`config.mk`:
```
export PLATFORM = sky130hd
export DESIGN_NAME = sum_uart_tx
export DESIGN_NICKNAME = d
export VERILOG_FILES = /design/src/rtl/sum_uart_pkg.sv /design/src/rtl/uart_tx_byte.sv /design/src/rtl/sum_uart_tx.sv
export SDC_FILE = /design/constraint.sdc
export NUM_CORES = 1
export LEC_CHECK = 0
export CORE_MARGIN = 8
export CORE_UTILIZATION = 60
export DETAILED_ROUTE_END_ITERATION = 10
export PLACE_DENSITY_LB_ADDON = 0.2
export SETUP_SLACK_MARGIN = 0.3
export SLEW_MARGIN = 5
export SYNTH_ARGS = -nofsm -noshare
export SYNTH_HDL_FRONTEND = slang
export SYNTH_SLANG_ARGS = --single-unit
```
`constraint.sdc`:
```
create_clock -name clk -period 4.4 [get_ports clk]
set_input_delay 0.88 -clock clk [delete_from_list [all_inputs] [get_ports clk]]
set_output_delay 0.88 -clock clk [all_outputs]
set_load 0.01 [all_outputs]
```
`src/rtl/sum_uart_pkg.sv`:
```
`timescale 1ns/1ps
// sum_uart_pkg
// Shared constants for the sum accumulator / UART transmitter slice.
//   ACC_W      : width of the running accumulator and transmitted total
//   BIT_IDX_W  : width of the data-bit index inside one 8-bit UART frame
//   state_t    : serialiser state encoding (ACCUM doubles as "line idle")
package sum_uart_pkg;

  localparam int ACC_W     = 16;
  localparam int BIT_IDX_W = 3;

  typedef logic [1:0] state_t;

  localparam state_t ACCUM = 2'd0;
  localparam state_t START = 2'd1;
  localparam state_t DATA  = 2'd2;
  localparam state_t STOP  = 2'd3;

endpackage

```
`src/rtl/uart_tx_byte.sv`:
```
`timescale 1ns/1ps
// uart_tx_byte
// Serialises one byte as an 8N1 UART frame (start bit, 8 data bits LSB
// first, one stop bit), each bit held CLKS_PER_BIT clocks.
// Ports:
//   clk, rst  : clock, synchronous active-high reset (line returns idle high)
//   start_i   : begin a frame with data_i; honoured when idle or in the
//               final cycle of a stop bit (so frames can be chained gap-free)
//   data_i    : byte to send, captured when start_i is honoured
//   tx_o      : registered UART line, idle high
//   done_o    : high during the last cycle of the stop bit
module uart_tx_byte
  import sum_uart_pkg::*;
#(
  parameter int CLKS_PER_BIT = 434
) (
  input  logic       clk,
  input  logic       rst,
  input  logic       start_i,
  input  logic [7:0] data_i,
  output logic       tx_o,
  output logic       done_o
);

  localparam int TMR_W = (CLKS_PER_BIT > 1) ? $clog2(CLKS_PER_BIT) : 1;
  localparam logic [TMR_W-1:0] TMR_LAST = TMR_W'(CLKS_PER_BIT - 1);

  state_t               state_q, state_d;
  logic [TMR_W-1:0]     timer_q, timer_d;
  logic [BIT_IDX_W-1:0] bit_idx_q, bit_idx_d;
  logic [7:0]           shift_q, shift_d;
  logic                 tx_q, tx_d;
  logic                 bit_end;

  assign bit_end = (timer_q == TMR_LAST);

  // tx is computed one cycle ahead so the line changes exactly on the edge
  // where a bit period ends; the shift register always holds the current
  // bit in position 0, so the next bit to drive is shift_q[1].
  always_comb begin
    state_d   = state_q;
    timer_d   = bit_end ? '0 : timer_q + TMR_W'(1);
    bit_idx_d = bit_idx_q;
    shift_d   = shift_q;
    tx_d      = tx_q;
    case (state_q)
      ACCUM: begin
        timer_d = '0;
        if (start_i) begin
          state_d = START;
          shift_d = data_i;
          tx_d    = 1'b0;
        end
      end
      START: begin
        if (bit_end) begin
          state_d   = DATA;
          bit_idx_d = '0;
          tx_d      = shift_q[0];
        end
      end
      DATA: begin
        if (bit_end) begin
          if (bit_idx_q == '1) begin
            state_d = STOP;
            tx_d    = 1'b1;
          end else begin
            bit_idx_d = bit_idx_q + BIT_IDX_W'(1);
            shift_d   = shift_q >> 1;
            tx_d      = shift_q[1];
          end
        end
      end
      STOP: begin
        if (bit_end) begin
          if (start_i) begin
            state_d = START;
            shift_d = data_i;
            tx_d    = 1'b0;
          end else begin
            state_d = ACCUM;
            tx_d    = 1'b1;
          end
        end
      end
      default: begin
        state_d = ACCUM;
        tx_d    = 1'b1;
      end
    endcase
  end

  always_ff @(posedge clk) begin
    if (rst) begin
      state_q   <= ACCUM;
      timer_q   <= '0;
      bit_idx_q <= '0;
      shift_q   <= '0;
      tx_q      <= 1'b1;
    end else begin
      state_q   <= state_d;
      timer_q   <= timer_d;
      bit_idx_q <= bit_idx_d;
      shift_q   <= shift_d;
      tx_q      <= tx_d;
    end
  end

  assign tx_o   = tx_q;
  assign done_o = (state_q == STOP) && bit_end;

endmodule

```
`src/rtl/sum_uart_tx.sv`:
```
`timescale 1ns/1ps
// sum_uart_tx
// Accumulates ACC_COUNT unsigned 8-bit sum samples into a 16-bit total,
// then sends the total as two 8N1 UART frames (low byte first) and clears
// itself for the next batch.
// Configuration macro: SUM_UART_TX_SAT_EN
//   defined   -> accumulator saturates at 0xFFFF
//   undefined -> accumulator wraps modulo 2^16
// Ports:
//   clk, rst    : clock, synchronous active-high reset
//   in_valid    : sample present
//   in_data     : unsigned 8-bit sample
//   in_ready    : sample accepted this cycle when in_valid is also high
//   tx          : UART line, idle high
//   busy        : transmission in progress
//   frame_done  : one-cycle pulse once the high byte's stop bit completes
//   acc_value   : running accumulator (debug)
module sum_uart_tx
  import sum_uart_pkg::*;
#(
  parameter int CLKS_PER_BIT = 434,
  parameter int ACC_COUNT    = 4
) (
  input  logic             clk,
  input  logic             rst,
  input  logic             in_valid,
  input  logic [7:0]       in_data,
  output logic             in_ready,
  output logic             tx,
  output logic             busy,
  output logic             frame_done,
  output logic [ACC_W-1:0] acc_value
);

  localparam int CNT_W = $clog2(ACC_COUNT + 1);
  localparam logic [CNT_W-1:0] CNT_LAST = CNT_W'(ACC_COUNT - 1);

  logic             sending_q, sending_d;
  logic             in_ready_q, in_ready_d;
  logic             busy_q, busy_d;
  logic             frame_done_q, frame_done_d;
  logic [ACC_W-1:0] acc_q, acc_d;
  logic [CNT_W-1:0] cnt_q, cnt_d;
  logic             byte_idx_q, byte_idx_d;

  logic             accept;
  logic             last_sample;
  logic [ACC_W-1:0] acc_sum;
  logic             byte_start;
  logic [7:0]       byte_data;
  logic             byte_done;

  // in_ready_q is only ever high while accumulating, so it alone gates accepts.
  assign accept      = in_valid && in_ready_q;
  assign last_sample = accept && (cnt_q == CNT_LAST);

`ifdef SUM_UART_TX_SAT_EN
  // One extra bit catches the carry out; any carry pins the total at all-ones.
  logic [ACC_W:0] acc_wide;
  assign acc_wide = {1'b0, acc_q} + (ACC_W + 1)'(in_data);
  assign acc_sum  = acc_wide[ACC_W] ? '1 : acc_wide[ACC_W-1:0];
`else
  assign acc_sum = acc_q + ACC_W'(in_data);
`endif

  // The accumulator is frozen while sending, so it also serves as the
  // latched transmit total. The low byte is handed to the serialiser on the
  // accepting edge (from acc_sum, since acc_q is not updated yet); the high
  // byte is chained in on the low byte's final stop-bit cycle so there is
  // no idle gap between the two frames.
  always_comb begin
    sending_d    = sending_q;
    acc_d        = acc_q;
    cnt_d        = cnt_q;
    byte_idx_d   = byte_idx_q;
    frame_done_d = 1'b0;
    byte_start   = 1'b0;
    byte_data    = acc_sum[7:0];
    if (!sending_q) begin
      if (accept) begin
        acc_d = acc_sum;
        cnt_d = cnt_q + CNT_W'(1);
      end
      if (last_sample) begin
        sending_d  = 1'b1;
        byte_idx_d = 1'b0;
        byte_start = 1'b1;
        byte_data  = acc_sum[7:0];
      end
    end else if (byte_done) begin
      if (!byte_idx_q) begin
        byte_idx_d = 1'b1;
        byte_start = 1'b1;
        byte_data  = acc_q[15:8];
      end else begin
        sending_d    = 1'b0;
        frame_done_d = 1'b1;
        acc_d        = '0;
        cnt_d        = '0;
      end
    end
    in_ready_d = !sending_d;
    busy_d     = sending_d;
  end

  // Status flags are registered so they line up with the registered tx line;
  // in_ready stays low through reset and rises on the first free-running edge.
  always_ff @(posedge clk) begin
    if (rst) begin
      sending_q    <= 1'b0;
      in_ready_q   <= 1'b0;
      busy_q       <= 1'b0;
      frame_done_q <= 1'b0;
      acc_q        <= '0;
      cnt_q        <= '0;
      byte_idx_q   <= 1'b0;
    end else begin
      sending_q    <= sending_d;
      in_ready_q   <= in_ready_d;
      busy_q       <= busy_d;
      frame_done_q <= frame_done_d;
      acc_q        <= acc_d;
      cnt_q        <= cnt_d;
      byte_idx_q   <= byte_idx_d;
    end
  end

  uart_tx_byte #(
    .CLKS_PER_BIT(CLKS_PER_BIT)
  ) u_byte (
    .clk    (clk),
    .rst    (rst),
    .start_i(byte_start),
    .data_i (byte_data),
    .tx_o   (tx),
    .done_o (byte_done)
  );

  assign in_ready   = in_ready_q;
  assign busy       = busy_q;
  assign frame_done = frame_done_q;
  assign acc_value  = acc_q;

endmodule

```
=== After elaboration in Yosys (flattened, before gate mapping) ===
Index checks and enable logic that the tools add are counted.

* Input bits: 11
* Output and inout bits: 20
* Register bits after elaboration: 46
* Logic and storage cells: 92

* Bitwise logic cells: 2
* Add/sub/neg operators: 4
* Multiplexer cells: 44
* Reductions and logical operators: 17
* Eq/ne operators: 14

{| class="wikitable"
|+ Operators by type and width
! kind !! count
|-
| 16-bit two-way mux || 4
|-
| 8-bit two-way mux || 7
|-
| 8-bit case mux with 3 select lines || 1
|-
| 3-bit two-way mux || 7
|-
| 1-bit two-way mux || 17
|-
| 16-bit by 8-bit adder with 16-bit output || 1
|-
| 2-bit by 1-bit inequality test with 1-bit output (second input constant) || 6
|-
| 4-bit AND reduction || 3
|-
| 2-bit two-way mux || 5
|-
| 9-bit by 1-bit adder with 9-bit output (second input constant) || 1
|-
| 9-bit equality test (second input constant) || 1
|-
| 2-bit case mux with 4 select lines || 1
|-
| 3-bit by 1-bit adder with 3-bit output (second input constant) || 2
|-
| 3-bit case mux with 2 select lines || 1
|-
| 2-bit nonzero test || 3
|-
| 3-bit OR reduction || 2
|-
| 5-bit AND reduction || 1
|-
| 2-bit equality test (second input constant) || 2
|-
| 2-bit inequality test (second input constant) || 2
|-
| 1-bit case mux with 4 select lines || 1
|-
| 3-bit by 2-bit equality test with 1-bit output (second input constant) || 1
|-
| 3-bit equality test (second input constant) || 1
|-
| 1-bit logical AND || 3
|-
| 3-bit AND reduction || 1
|-
| 6 further kinds || 7
|}

=== Longest topological paths before layout ===
Gate-level depths: netlist of the first run.

* Depth in word-level cells: 7
* Gate-level depth with buffers: 9
* Gate-level depth less buffers: 8

=== Cells and area by module ===
Synthesis of the first run repeated with hierarchy kept, for this count alone.

* Cells, all modules: 311
* Area, all modules: 2712.6 um^2

{| class="wikitable"
|+ Modules (own cells, without submodules)
! module !! cells an instance !! times used !! area an instance (um^2) !! sequential area each (um^2)
|-
| sum_uart_tx || 176 || 1 || 1438.9 || 460.4
|-
| uart_tx_byte || 135 || 1 || 1273.7 || 460.4
|}

=== Worst setup path after synthesis of the first run ===
Ideal clock, no wire load.

* Path kind: input -> register
* From: input port in_data[0]
* To: register acc_q[12] (netlist: acc_value[12])
* Library setup time: 0.115 ns
* Slack: 1.548 ns
* Buffers on the path: 0
* Arrival time: 2.738 ns
* Cell stages on the path: 8
* Data required time: 4.285 ns
* Cells stage by stage: ha_1 > fa_1 > a211oi_1 > o21ai_0 > a211oi_1 > nor2_1 > and4_1 > o21a_1

* Word-level cells in the longest chain between the ends: 3

{| class="wikitable"
|+ RTL lines
! what !! RTL line !! source
|-
| from (decl) || sum_uart_tx.sv:27 || <nowiki>input logic [7:0] in_data,</nowiki>
|-
| 16-bit by 8-bit adder with 16-bit output || sum_uart_tx.sv:63 || <nowiki>assign acc_sum = acc_q + ACC_W'(in_data);</nowiki>
|-
| 16-bit two-way mux || sum_uart_tx.sv:80 || <nowiki>if (accept) begin</nowiki>
|-
| 16-bit two-way mux || sum_uart_tx.sv:79 || <nowiki>if (!sending_q) begin</nowiki>
|-
| to (signal assigned) || sum_uart_tx.sv:114 || <nowiki>acc_q <= '0;</nowiki>
|-
| to (signal assigned) || sum_uart_tx.sv:122 || <nowiki>acc_q <= acc_d;</nowiki>
|-
| to (decl) || sum_uart_tx.sv:42 || <nowiki>logic [ACC_W-1:0] acc_q, acc_d;</nowiki>
|}

Every way passes these cells. The select of a mux whose other input is x is not followed.
A chain may end at the register's enable or synchronous reset.

=== Worst setup path in the final report of the first run ===
Same ends and word-level chain as after synthesis.

==> key figures, run 1 <==
Finish
  – Multi-input logic area: 0.001551 mm²
  – Reg area: 920.9 µm²
  – # nets final: 360
  – Post-route design area: 0.003037 mm²
  – Proportion of layout cells with a drive suffix above 1: 0.06647
  – Growth of design area from synthesis to finish: 18.51%
  – Number of antenna cells inserted: 0
  – Fill count: 324

Setup path
  – Setup crit start: in_data[0]
  – Arrival time of data at the critical path endpoint: 3290 ps
  – Slack of the worst reg-to-reg path: 1680 ps
  – Required time worst endpoint: 4600 ps
  – Worst path most repeated cell: a211oi_1
  – Kind of critical path: input port to flop
  – Crit. End Element: flop
  – Family with the most delay on the worst path: compound AO/OA/AOI/OAI gates
  – Worst R2R Path Depth: 8
  – Startpoint type of the worst setup path: input port
  – Master of the slowest instance on the critical path: clkdlybuf4s50_1
  – Cell-by-cell listing of the critical path: clkdlybuf4s50_1 -> ha_1 -> fa_1 -> a211oi_1 -> o21ai_0 -> a211oi_1 -> nor2_1 -> and4_1 -> o21a_1
  – Critical path fanouts, max: 3
  – Launch point of the worst reg-to-reg path: u_byte.state_q[0]$_SDFFE_PP0P_
  – Number of buffer and inverter stages on the critical path: 1
  – Endpoint of the worst-slack reg-to-reg timing path: u_byte.shift_q[6]$_SDFFE_PP0P_
  – Crit path largest cell delay: 400 ps

Place
  – Total cell area at the placement stage: 0.002899 mm²
  – Count of port buffers added during placement: 30
  – Half-perimeter wire length of the detailed placement result: 4234 µm
  – Final weighted congestion in routability-driven placement: 0.8774

Power and ir drop
  – Overall power consumption: 0.9510 mW
  – Total net switching power: 0.2338 mW
  – Internal power of the cells: 0.7172 mW
  – Portion of total power attributed to combinational logic: 0.145
  – Portion of total power attributed to sequential cells: 0.456
  – Maximum VDD drop: 177.6 µV
  – Portion of total power attributed to the clock network: 0.399
  – Switching Fraction: 0.2458
  – Power density over the cells: 313.2 mW/mm²
  – Leakage Power: 1.140 nW

Synthesis
  – Sequential share of the synthesized area: 0.3594
  – Top_reg_cell synth: dfxtp_1
  – Library cells used by synthesis: 51
  – Number of enable flip-flop cells after synthesis: 0
  – Cell accounting for the most synthesized area: dfxtp_1
  – Synth Register Bits: 46
  – Post-Synthesis Cell Area: 0.002562 mm²
  – Cells after synthesis: 300
  – Leading cell types by total area after synthesis: dfxtp_1, ha_1, nor2_1
  – Synthesized net count: 330
  – Synth top area share: 0.3594
  – Count of warnings emitted by yosys: 0
  – Fraction of registers with async set/reset: 0
  – Avg Cell Area, Syn: 8.542 µm²

Clock tree
  – Insertion delay of the later-clocked pin in the worst-skew pair: 300 ps
  – Clock transition at the registers of the reported paths: 90 ps
  – Post CTS Setup Buffer Count: 0
  – TritonCTS sink count: 46
  – Number of H-tree branching levels: 2
  – Longest Clk Path Bufs: 2
  – Number of buffers created by CTS: 5
  – CTS Root Buffer Type: clkbuf_8
  – PostCTS Resize Cnt: 0
  – TritonCTS clock tree: yes
  – Hold-fix buffer count after cts: 0

Drt
  – Router iterations before antenna repair: 4
  – Via/cell ratio: 5.874
  – Remaining routing DRC violations: 0
  – Total Routed Length: 5673 µm
  – Number of violations reported at the end of detailed-routing iteration 0: 123
  – Antenna viol nets, final: 0
  – Mean routed wirelength per cell: 14.89 µm
  – Number of vias in the routed layout: 2,238

Floorplan
  – Die Wd: 81.35 µm
  – Height of the chip: 81.35 µm
  – Io pins: 31
  – Starting Density: 0.6315
  – Core Area: 0.004058 mm²
  – Die outline area: 0.006618 mm²
  – Placement Rows: 23

STA
  – Fin crit period: 3083 ps
  – Worst Hold Slack: 470.0 ps
  – Count of endpoints failing hold in the final timing report: 0
  – Unrepaired setup endpoints after global routing: no
  – Worst max-slew margin expressed relative to the limit: 0.3746
  – Sum of negative setup slack: 0 ps
  – Worst slew pin tran: 934.6 ps
  – Number of setup violations in the final report: 0
  – Period utilization: 0.7006
  – Highest attainable clock frequency: 324.4 MHz
  – Fin Clk Skew: 5.858 ps
  – Fin. max-slew vios: 0

Global route
  – First-pass GRT wire length: 9880 µm
  – Via count of the first global-routing pass: 2,110
  – Initial antenna violation count: 0
  – Leftover overflow at the end of global routing: 0
  – Total GRT Usage: 0.1875
  – Largest net degree at the start of global routing: 22

Outcome
  – Status: complete, no violations

Worst hold path
  – Hold Path Class: flop to flop
  – Hold Path Sink: u_byte.shift_q[4]$_SDFFE_PP0P_
  – Cell depth of the worst hold path: 2
  – Origin of the worst min-delay path: u_byte.shift_q[4]$_SDFFE_PP0P_

Flow run
  – Number of max-cap violations: 0
## final cells by class
| cell class | count | area share |
|---|---|---|
| sequential | 46 | 0.3033 |
| timing repair buffer | 33 | 0.1063 |
| clock inverter | 3 | 0.02266 |
| tap | 50 | 0.02060 |
| inverter | 11 | 0.01360 |
| multi-input combinational | 233 | 0.5109 |
| clock buffer | 5 | 0.02266 |
## through the flow
step	worst slack [ps]	std cells	util
2_1_floorplan	1548	300	-
3_3_place_gp	1018	373	0.7145
3_5_place_dp	1000	373	0.7145
4_1_cts	1330	381	0.7484
5_1_grt	1163	381	0.7484
6_report	1317	381	0.7484
## sequential cells by signal, summed over array words and instances (netlist names)
name,flops
acc_value,16
u_byte.timer_q,9
u_byte.shift_q,8
cnt_q,3
u_byte.bit_idx_q,3
u_byte.state_q,2
busy,1
byte_idx_q,1
frame_done,1
in_ready,1
u_byte.tx_o,1
## worst reg2reg max path, cell delays in order (launching register included)
cell and delay, ps:
dfxtp_1 350, inv_1 130, ha_1 600, inv_1 220
nor2_1 330, nand2b_1 110, o22ai_2 420, nand2b_1 230
o32ai_1 240
## per-layer routing
metal	global-route usage	share of wire	routed length [µm]	up-vias
met1	0.2451	0.47	2645	1052
met2	0.2904	0.45	2569	55
met4	0.06071	0.013	72	0
met3	0.05188	0.068	385	5
li1	-	-	-	1126
met5	0	0	0	-
## how the worst max path moves through the flow
stage / endpoint / slack, ps / cells past startpoint
after floorplan: acc_value[12]$_SDFFE_PP0P_ / 1550 / 8
after global placement: acc_value[12]$_SDFFE_PP0P_ / 1020 / 9
after detailed placement: acc_value[12]$_SDFFE_PP0P_ / 1000 / 9
after CTS: acc_value[12]$_SDFFE_PP0P_ / 1330 / 9
after global routing: acc_value[12]$_SDFFE_PP0P_ / 1160 / 9
final: acc_value[12]$_SDFFE_PP0P_ / 1320 / 9
## power groups by stage
stage / clock network, mW / logic (mW) / registers [mW]
floorplan: 0 / 0.0872 / 0.445
global placement: 0 / 0.134 / 0.443
detailed placement: 0 / 0.136 / 0.443
CTS: 0.386 / 0.137 / 0.433
global route: 0.404 / 0.151 / 0.435
finish: 0.380 / 0.138 / 0.433
## synth_stat cells, drive strengths merged, types with 3 or more instances
| cell | count |
|---|---|
| dfxtp | 46 |
| ha | 18 |
| o22ai | 4 |
| nand3b | 3 |
| clkbuf | 8 |
| xnor2 | 11 |
| nand2b | 10 |
| mux2i | 7 |
| xor2 | 3 |
| a21oi | 18 |
| o21ai | 8 |
| or3 | 6 |
| a211oi | 9 |
| nand3 | 5 |
| inv | 11 |
| a211o | 3 |
| a22oi | 9 |
| nor3 | 8 |
| o21a | 3 |
| or2 | 3 |
| nand4 | 4 |
| nor2 | 54 |
| nand2 | 20 |
## cells by family (layout without fill, tap and decap cells)
group,Yosys count,after routing,share of synthesized area
AOI/OAI and AO/OA,67,67,0.1802
adders and majority gates,19,19,0.09570
muxes,7,7,0.02734
and+or+nand+nor,126,126,0.2544
DFF,46,46,0.3594
xor gates and xnor gates,14,14,0.04785
buffers and inverters,21,52,0.03516
## cells in the final DEF (no fill, tap or decap), drive strengths merged, types with 4 or more instances in the layout
cell type	count
nor2	54
dfxtp	46
clkdlybuf4s50	30
nand2	20
ha	18
a21oi	18
inv	11
xnor2	11
nand2b	10
a22oi	9
a211oi	9
o21ai	8
nor3	8
mux2i	7
or3	6
nand3	5
clkbuf	5
nand4	4
o22ai	4
(Power assumes the default switching activity.)
==> run 2, diff against run 1 <==
--- a/config.mk
+++ b/config.mk
@@ -6,7 +6,7 @@
 export NUM_CORES = 1
 export LEC_CHECK = 0
 export CORE_MARGIN = 8
-export CORE_UTILIZATION = 60
+export CORE_UTILIZATION = 55
 export DETAILED_ROUTE_END_ITERATION = 10
 export PLACE_DENSITY_LB_ADDON = 0.2
 export SETUP_SLACK_MARGIN = 0.3
==> constraint.sdc (replaced) <==
create_clock -name clk -period 2.95 [get_ports clk]
set_input_delay 0.59 -clock clk [delete_from_list [all_inputs] [get_ports clk]]
set_output_delay 0.59 -clock clk [all_outputs]
set_load 0.01 [all_outputs]
==> run 2 against run 1 <==
Critical path depth unchanged; cell area increased by 2.0%; total power increased by 32%; non-clock buffer count increased by 10; first-iteration DRC count increased by 20%; core utilization decreased by 7.5 points; sequential share of layout area decreased by 0.59 points; sequential power increased by 49%; routed wire length increased by 2.3%; register-to-register slack got worse by 990 ps; largest power group unchanged.
==> key figures, run 2 (same netlist as run 1, synthesis figures left out) <==
Setup path
  – Crit path largest cell delay: 400 ps
  – Startpoint type of the worst setup path: input port
  – Critical path fanouts, max: 3
  – Kind of critical path: input port to flop
  – Worst R2R Path Depth: 7
  – Worst path most repeated cell: a211oi_2
  – Setup crit start: in_data[0]
  – Endpoint of the worst-slack reg-to-reg timing path: acc_value[15]$_SDFFE_PP0P_
  – Number of cells on the critical path: 9
  – Arrival time of data at the critical path endpoint: 2720 ps
  – Crit. End Element: flop
  – Family with the most delay on the worst path: compound AO/OA/AOI/OAI gates
  – Critical path destination: acc_value[12]$_SDFFE_PP0P_
  – Slack of the worst reg-to-reg path: 690 ps
  – Cell-by-cell listing of the critical path: clkdlybuf4s50_1 -> ha_1 -> fa_2 -> a211oi_2 -> o21ai_1 -> a211oi_2 -> nor2_1 -> and4_1 -> o21a_1
  – Number of buffer and inverter stages on the critical path: 1
  – Master of the slowest instance on the critical path: clkdlybuf4s50_1
  – Required time worst endpoint: 3150 ps
  – Launch point of the worst reg-to-reg path: u_byte.state_q[1]$_SDFFE_PP0P_

Finish
  – Growth of design area from synthesis to finish: 20.85%
  – Number of antenna cells inserted: 0
  – Layout Utilization: 0.6735
  – Commonest cells after routing, fill and taps aside: nor2_1, dfxtp_1, clkdlybuf4s50_1
  – Commonest non-fill, non-tap cell in the layout: nor2_1
  – Proportion of layout cells with a drive suffix above 1: 0.1114
  – Number of standard cells in the final layout excluding fillers: 395
  – # nets final: 370
  – Max reg flops: 16

Floorplan
  – Starting Density: 0.5573
  – Core Area: 0.004598 mm²
  – Io pins: 31
  – Die Wd: 84.26 µm
  – Die outline area: 0.007099 mm²
  – Height of the chip: 84.26 µm
  – Placement Rows: 25

Clock tree
  – Insertion delay of the later-clocked pin in the worst-skew pair: 300 ps
  – CTS Root Buffer Type: clkbuf_8
  – Clock transition at the registers of the reported paths: 90 ps
  – Number of H-tree branching levels: 2
  – Post CTS Setup Buffer Count: 0
  – TritonCTS sink count: 46
  – TritonCTS clock tree: yes
  – Number of buffers created by CTS: 5
  – Longest Clk Path Bufs: 2

STA
  – Number of setup violations in the final report: 0
  – Count of endpoints failing hold in the final timing report: 0
  – Fin Clk Skew: 8.280 ps
  – Worst slew pin tran: 530.2 ps
  – Worst max-slew margin expressed relative to the limit: 0.6446
  – Unrepaired setup endpoints after global routing: no
  – Period utilization: 0.8528
  – Fin. max-slew vios: 0
  – Highest attainable clock frequency: 397.5 MHz
  – Fin crit period: 2516 ps

Global route
  – Total GRT Usage: 0.1640
  – First-pass GRT wire length: 9901 µm
  – Via count of the first global-routing pass: 2,148
  – Largest net degree at the start of global routing: 22
  – Leftover overflow at the end of global routing: 0
  – Initial antenna violation count: 0

Flow run
  – Number of max-cap violations: 0

Drt
  – Number of violations reported at the end of detailed-routing iteration 0: 147
  – Total Routed Length: 5803 µm
  – Antenna viol nets, final: 0
  – Via/cell ratio: 5.653
  – Remaining routing DRC violations: 0
  – Router iterations before antenna repair: 4
  – Mean routed wirelength per cell: 14.69 µm
  – Number of vias in the routed layout: 2,233

Place
  – Count of port buffers added during placement: 30
  – Half-perimeter wire length of the detailed placement result: 4388 µm
  – Final weighted congestion in routability-driven placement: 0.8994
  – Post-placement cell count: 387

Power and ir drop
  – Leakage Power: 1.168 nW
  – Maximum VDD drop: 254.2 µV
  – Power density over the cells: 405.1 mW/mm²

Worst hold path
  – Hold Path Class: flop to flop

Outcome
  – Status: complete, no violations
run 2: changes by cell type in the layout (fill, tap and decap cells not counted), sizes merged:
cell,delta
buf,+10
bufinv,-2
clkinv,+1
clkinvlp,+1
run 2: worst min path at each step:
stage / to / startpoint / depth (start not counted)
4_1_cts: u_byte.bit_idx_q[1]$_SDFFE_PP0P_ / u_byte.bit_idx_q[1]$_SDFFE_PP0P_ / 2
6_report: u_byte.bit_idx_q[2]$_SDFFE_PP0P_ / u_byte.bit_idx_q[2]$_SDFFE_PP0P_ / 2
2_1_floorplan: u_byte.bit_idx_q[1]$_SDFFE_PP0P_ / u_byte.bit_idx_q[1]$_SDFFE_PP0P_ / 2
3_5_place_dp: u_byte.bit_idx_q[1]$_SDFFE_PP0P_ / u_byte.bit_idx_q[1]$_SDFFE_PP0P_ / 2
5_1_grt: u_byte.bit_idx_q[2]$_SDFFE_PP0P_ / u_byte.bit_idx_q[2]$_SDFFE_PP0P_ / 2
3_3_place_gp: u_byte.bit_idx_q[2]$_SDFFE_PP0P_ / u_byte.bit_idx_q[2]$_SDFFE_PP0P_ / 2
run 2: where the power goes:
group,leakage (nW),internal [mW],switching (mW)
combinational,0.751,0.108,0.113
sequential,0.372,0.635,0.0113
clock,0.0441,0.167,0.221
run 2: worst reg2reg max path: stages (launching register included):
cell and delay [ps]:
dfxtp_1 410, ha_1 300, nand3_1 120, nor3_2 420
nor2_1 140, nor4_1 440, nand3_1 170, mux2i_1 140
run 2: routing by layer:
| layer | global-route usage | share of wire | up-vias |
|---|---|---|---|
| met5 | 0 | 0 | - |
| met4 | 0.05338 | 0.0067 | 0 |
| met3 | 0.04163 | 0.054 | 4 |
| met2 | 0.2618 | 0.47 | 53 |
| met1 | 0.2090 | 0.47 | 1041 |
| li1 | - | - | 1135 |
run 2: what timing repair did:
item	in CTS	in global routing
gates resized for setup	0	7
pin swaps	1	1
hold buffers	0	0
endpoints found under the setup margin	1	8
run 2: layout make-up:
type	count	area, µm²
well taps	54	67.56
multi-input cells	233	1579
flip-flops and latches	46	920.9
fillers	395	1501
repair buffers	43	397.9
clock buffers	5	68.82
clock inverters	3	21.27
inverters	11	41.29
run 2: metrics by stage:
| step | setup TNS, ps | hold slack (ps) | cell area, µm² | power [mW] | setup slack [ps] |
|---|---|---|---|---|---|
| finish | 0 | 461.0 | 3097 | 1.254 | 434.4 |
| global route | 0 | 487.3 | 3097 | 1.317 | 302.0 |
| CTS | 0 | 463.6 | 3069 | 1.264 | 309.6 |
| detailed placement | -28.01 | 449.6 | 2979 | 0.8736 | -28.01 |
| global placement | -14.06 | 443.4 | 2979 | 0.8700 | -14.06 |
| floorplan | 0 | 435.6 | 2562 | 0.7937 | 387.7 |
==> run 3, diff against run 2 <==
--- a/config.mk
+++ b/config.mk
@@ -5,6 +5,7 @@
 export SDC_FILE = /design/constraint.sdc
 export NUM_CORES = 1
 export LEC_CHECK = 0
+export CAP_MARGIN = 20
 export CORE_MARGIN = 8
 export CORE_UTILIZATION = 55
 export DETAILED_ROUTE_END_ITERATION = 10
==> results of run 3 <==
Final layout, timing and power as in run 2 (identical DEF).
